### src/rtl/note_hit_scorer.sv
// Rhythm-game hit scorer: per-lane hit/miss judgement FSMs feeding a shared
// score/combo accumulator with a combo-driven multiplier (1..4).

// Per-lane judgement FSM with registered one-cycle hit/miss pulses.
module note_hit_lane (
  input  logic clk,
  input  logic reset,
  input  logic run,
  input  logic in_zone,
  input  logic key_edge,
  output logic hit,
  output logic miss
);

  typedef enum logic [1:0] {IDLE, ARMED, DONE} state_t;
  state_t state;

  // Judge each note once: a hit ends in DONE until the note leaves the zone.
  always_ff @(posedge clk) begin
    if (reset || !run) begin
      state <= IDLE;
      hit   <= 1'b0;
      miss  <= 1'b0;
    end else begin
      hit  <= 1'b0;
      miss <= 1'b0;
      case (state)
        IDLE: begin
          if (in_zone && key_edge) begin
            hit   <= 1'b1;
            state <= DONE;
          end else if (in_zone) begin
            state <= ARMED;
          end else if (key_edge) begin
            miss  <= 1'b1;          // ghost press
          end
        end
        ARMED: begin
          if (key_edge) begin
            hit   <= 1'b1;
            state <= DONE;
          end else if (!in_zone) begin
            miss  <= 1'b1;          // note left the zone unplayed
            state <= IDLE;
          end
        end
        DONE: begin
          if (!in_zone) state <= IDLE;
        end
        default: state <= IDLE;
      endcase
    end
  end

endmodule

module note_hit_scorer #(
  parameter int LANES      = 4,
  parameter int HIT_POINTS = 10,
  parameter int SCORE_W    = 16
) (
  input  logic               clk,
  input  logic               reset,
  input  logic               run,
  input  logic [LANES-1:0]   in_zone,
  input  logic [LANES-1:0]   key_down,
  output logic [LANES-1:0]   hit_pulse,
  output logic [LANES-1:0]   miss_pulse,
  output logic [SCORE_W-1:0] score,
  output logic [7:0]         combo,
  output logic [2:0]         multiplier
);

  localparam int NW = $clog2(LANES + 1);
  localparam int AW = SCORE_W + 16;
  localparam logic [AW-1:0] SCORE_MAX = {{(AW-SCORE_W){1'b0}}, {SCORE_W{1'b1}}};

  logic [LANES-1:0] key_q;
  logic [LANES-1:0] key_edge;
  logic [NW-1:0]    n_hits;
  logic [AW-1:0]    inc;
  logic [AW-1:0]    sum;
  logic [SCORE_W-1:0] score_next;
  logic [8:0]       combo_sum;

  // key_q resets to ones so keys held through reset never look like a press;
  // it keeps tracking while paused so a held key cannot fire when run rises.
  always_ff @(posedge clk) begin
    if (reset) key_q <= '1;
    else       key_q <= key_down;
  end

  assign key_edge = key_down & ~key_q;

  for (genvar i = 0; i < LANES; i++) begin : g_lane
    note_hit_lane u_lane (
      .clk      (clk),
      .reset    (reset),
      .run      (run),
      .in_zone  (in_zone[i]),
      .key_edge (key_edge[i]),
      .hit      (hit_pulse[i]),
      .miss     (miss_pulse[i])
    );
  end

  // Count lanes hitting this cycle.
  always_comb begin
    n_hits = '0;
    for (int i = 0; i < LANES; i++) n_hits = n_hits + NW'(hit_pulse[i]);
  end

  // Multiplier steps every 8 combo, capped at 4 once combo reaches 24.
  always_comb begin
    if (combo >= 8'd24) multiplier = 3'd4;
    else                multiplier = {1'b0, combo[4:3]} + 3'd1;
  end

  // Saturating score and combo next values, using the pre-update multiplier.
  always_comb begin
    inc        = AW'(HIT_POINTS) * AW'(multiplier) * AW'(n_hits);
    sum        = AW'(score) + inc;
    score_next = (sum > SCORE_MAX) ? {SCORE_W{1'b1}} : sum[SCORE_W-1:0];
    combo_sum  = {1'b0, combo} + 9'(n_hits);
  end

  // Accumulate on the edge after the pulses; any miss breaks the combo.
  always_ff @(posedge clk) begin
    if (reset) begin
      score <= '0;
      combo <= '0;
    end else if (run) begin
      score <= score_next;
      if (|miss_pulse)      combo <= 8'd0;
      else if (combo_sum[8]) combo <= 8'hFF;
      else                  combo <= combo_sum[7:0];
    end
  end

endmodule

### config.mk
export PLATFORM = sky130hd
export DESIGN_NAME = note_hit_scorer
export DESIGN_NICKNAME = d
export VERILOG_FILES = /design/src/rtl/note_hit_scorer.sv
export SDC_FILE = /design/constraint.sdc
export NUM_CORES = 1
export LEC_CHECK = 0
export ABC_AREA = 1
export BUFFER_PORTS_ARGS = -buffer_cell sky130_fd_sc_hd__buf_2
export CELL_PAD_IN_SITES_DETAIL_PLACEMENT = 0
export CELL_PAD_IN_SITES_GLOBAL_PLACEMENT = 1
export CORE_MARGIN = 2
export CORE_UTILIZATION = 35
export CTS_BUF_LIST = sky130_fd_sc_hd__clkbuf_16
export DETAILED_ROUTE_END_ITERATION = 6
export PLACE_DENSITY_LB_ADDON = 0.1
export SETUP_SLACK_MARGIN = 0.4
export SLEW_MARGIN = 20
export SYNTH_ARGS = -nofsm -noshare
export SYNTH_HDL_FRONTEND = slang
export SYNTH_SLANG_ARGS = --single-unit
### constraint.sdc
create_clock -name clk -period 5.73 [get_ports clk]
set_input_delay 1.146 -clock clk [delete_from_list [all_inputs] [get_ports clk]]
set_output_delay 1.146 -clock clk [all_outputs]
set_load 0.1 [all_outputs]
==> impl_metrics.json <==
{
  "dieHeight_um": 99.5,
  "yosys-top-cells-area": "dfxtp_1, nand2_1, ha_1",
  "io_pins": 46,
  "numCtsBuffers": 5,
  "nets": 554,
  "cts_tree": "built",
  "seqPwrFrac_pct": 42.3,
  "dp_hpwl_mm": 6.10,
  "place_area_sq_mm": 0.00345,
  "vias_per_cell": 4.68,
  "tns_ns": 0,
  "rows": 34,
  "clock_path_buffers": 2,
  "cp.arrival_ns": 4.76,
  "area_growth_pct": 13.4,
  "share_comb_of_total_power_pct": 14.1,
  "die_x_um": 99.5,
  "place.gp.congestion": 0.846,
  "hold_viol": 0,
  "switching_share_pct": 28.8,
  "period_needed_ns": 4.57,
  "ys_seq_area_share_pct": 27.6,
  "cap_violations": 0,
  "rsz0062_at_grt": "no",
  "dr.pass1.iters": 4,
  "ant_nets": 0,
  "synth_edf_count": 0,
  "routed_wl_mm": 7.82,
  "layout.cells.non_filler": 618,
  "p_int_uw": 543,
  "worstPathRequired_ns": 5.91,
  "fill_cells": 956,
  "syn-num-nets": 517,
  "p_clk_share_pct": 43.6,
  "leakagePower_nw": 1.97,
  "fmax_ghz": 0.219,
  "drive_above_1_share_pct": 14.9,
  "powerDensity_mw_per_mm2": 211,
  "synth_area_sq_mm": 0.00319,
  "slew_headroom_pct": 66.7,
  "core_sq_mm": 0.00876,
  "synthCells": 472,
  "synth_fa_ha_area_share_pct": 15.2,
  "ff_latch_area_sq_um": 882,
  "postSynthAreaPerCell_sq_um": 6.76,
  "min_path_cells": 2,
  "start_util_pct": 36.4,
  "clk_pin_slew_ns": 0.07,
  "start_kind": "register",
  "dp.cells": 610,
  "timing.hold.ws_ns": 0.452,
  "yosysTopAreaCellShare_pct": 27.6,
  "yosysMostFrequentCell": "nand2_1",
  "antenna_cells": 0,
  "end_kind": "register",
  "synth-main-ff-cell": "dfxtp_1",
  "synth_cell_type_count": 34,
  "grt_pass1_vias": 2702,
  "fin_total_pwr_uw": 762,
  "setup-violations-final": 0,
  "synthArstFlopShare_pct": 0,
  "vias": 2891,
  "cts_sinks": 44,
  "gr-total-overflow": 0,
  "drc": 0,
  "post_cts_buffers": 0,
  "portBuffers": 45,
  "ir_drop_mv": 0.114,
  "hold_path.class": "reg -> reg",
  "synth_compound_area_share_pct": 10.8,
  "synthSimpleGateAreaFrac_pct": 29.9,
  "htreeDepth": 2,
  "synth_top_family_by_area": "simple AND/OR/NAND/NOR gates",
  "power_switching_uw": 219,
  "netlist_top_cells_count": "nand2_1, inv_1, dfxtp_1, nor2_1, nand3_1",
  "hold_buffers": 0,
  "grt_pass1_wl_mm": 13.1,
  "critPathKind": "reg -> reg",
  "yosysWarningCount": 0,
  "fin_area_sq_mm": 0.00362,
  "cp_max_fo": 7,
  "routedWlPerCell_um": 12.6,
  "drt_iter0_drc": 112,
  "slew_viol_final": 0,
  "synthXorXnorAreaFrac_pct": 2.74,
  "antenna_found_initial": 0,
  "status": "completed",
  "multi_input_area_sq_mm": 0.00187,
  "muxShareOfSynthArea_pct": 0,
  "grt.total_usage_pct": 16.6,
  "cts-root-buf": "clkbuf_16",
  "synth_largest_area_cell": "dfxtp_1",
  "worst_slew_pin_slew_ns": 0.499,
  "grt_max_degree": 19,
  "ys_ff_latch": 44,
  "fin_skew_ns": 0.00701,
  "finalCritPeriodShare_pct": 79.8,
  "dieArea_sq_mm": 0.00990,
  "clock_latency_ns": 0.29,
  "rr_worst_depth": 27,
  "cts_resized": 0
}
cell families (layout without fill, tap and decap cells):
family          count (synthesis)  count (layout)
buf+inv                       104             142
flops                          44              44
xor+xnor                       10              10
simple gates                  218             218
compound gates                 62              62
fa+ha+maj                      34              34
per-stage QoR:
step / setup WS, ns / util, %
floorplan: 0.404 / -
global placement: 1.21 / 39.4
detailed placement: 1.18 / 39.4
CTS: 1.15 / 41.3
global route: 0.771 / 41.3
finish: 1.16 / 41.3
layout make-up:
cell class	count	share of cell area, %
Multi-Input combinational cell	324	51.8
Sequential cell	44	24.4
Inverter	89	9.30
Timing Repair Buffer	45	6.22
Tap cell	108	3.73
Clock buffer	5	3.46
Clock inverter	3	1.17
power by group through the flow:
stage	clock [mW]	sequential, mW	combinational (mW)
after global placement	0	0.329	0.108
after floorplan	0	0.366	0.0501
final	0.332	0.322	0.108
after global routing	0.353	0.323	0.117
after CTS	0.340	0.322	0.109
after detailed placement	0	0.329	0.108
worst paths after layout:
path | start | endpoint | slack (ns)
worst min-delay path | score[0] | score[0] | 0.45
worst max-delay path | combo[7] | score[2] | 1.16
worst max register to register | combo[7] | score[2] | 1.16
worst min register to register | score[0] | score[0] | 0.45
registers in the layout (all words and copies together) (netlist names):
name,count
g_lane.u_lane.state,8
g_lane.u_lane.hit,4
g_lane.u_lane.miss,4
key_q,4
combo,8
score,16
layout by cell type, fill, tap and decap left out, types with 3 or more instances in the layout:
cell,instances
xnor2_1,6
o21ai_0,20
inv_1,86
nand4_1,4
buf_2,45
nor3_1,3
a21oi_1,29
a31oi_1,4
nand3_1,32
xor2_1,4
a21oi_2,4
nand2_2,5
or2_2,5
fa_1,8
nand2_1,116
ha_1,26
clkbuf_16,5
nor2_1,41
dfxtp_1,43
nor4_1,3
routing by layer:
layer / share of wire, % / routed length, um / GRT usage (%)
met1: 52 / 4080 / 23.5
met2: 43 / 3390 / 26.4
met3: 3.4 / 266 / 2.39
met4: 1.1 / 88 / 4.64
met5: 0 / 0 / 0
worst max-delay path, stage by stage, from the launching register on:
cell     delay [ns]
dfxtp_1        0.37
nor2_1         0.15
nand3_1        0.12
inv_1          0.09
nand2_1        0.10
ha_1           0.22
ha_1           0.17
ha_1           0.30
nand2_1        0.08
fa_1           0.52
inv_1          0.04
ha_1           0.32
inv_1          0.09
o21ai_0        0.08
a31oi_1        0.23
xor2_1         0.17
inv_1          0.07
ha_1           0.33
nand2_1        0.15
inv_1          0.05
a21oi_1        0.16
nand2_2        0.10
nand2_2        0.09
nand3_2        0.14
inv_4          0.18
nand2_1        0.07
nand2_1        0.05
inv_1          0.03
(Power assumes the default switching activity.)
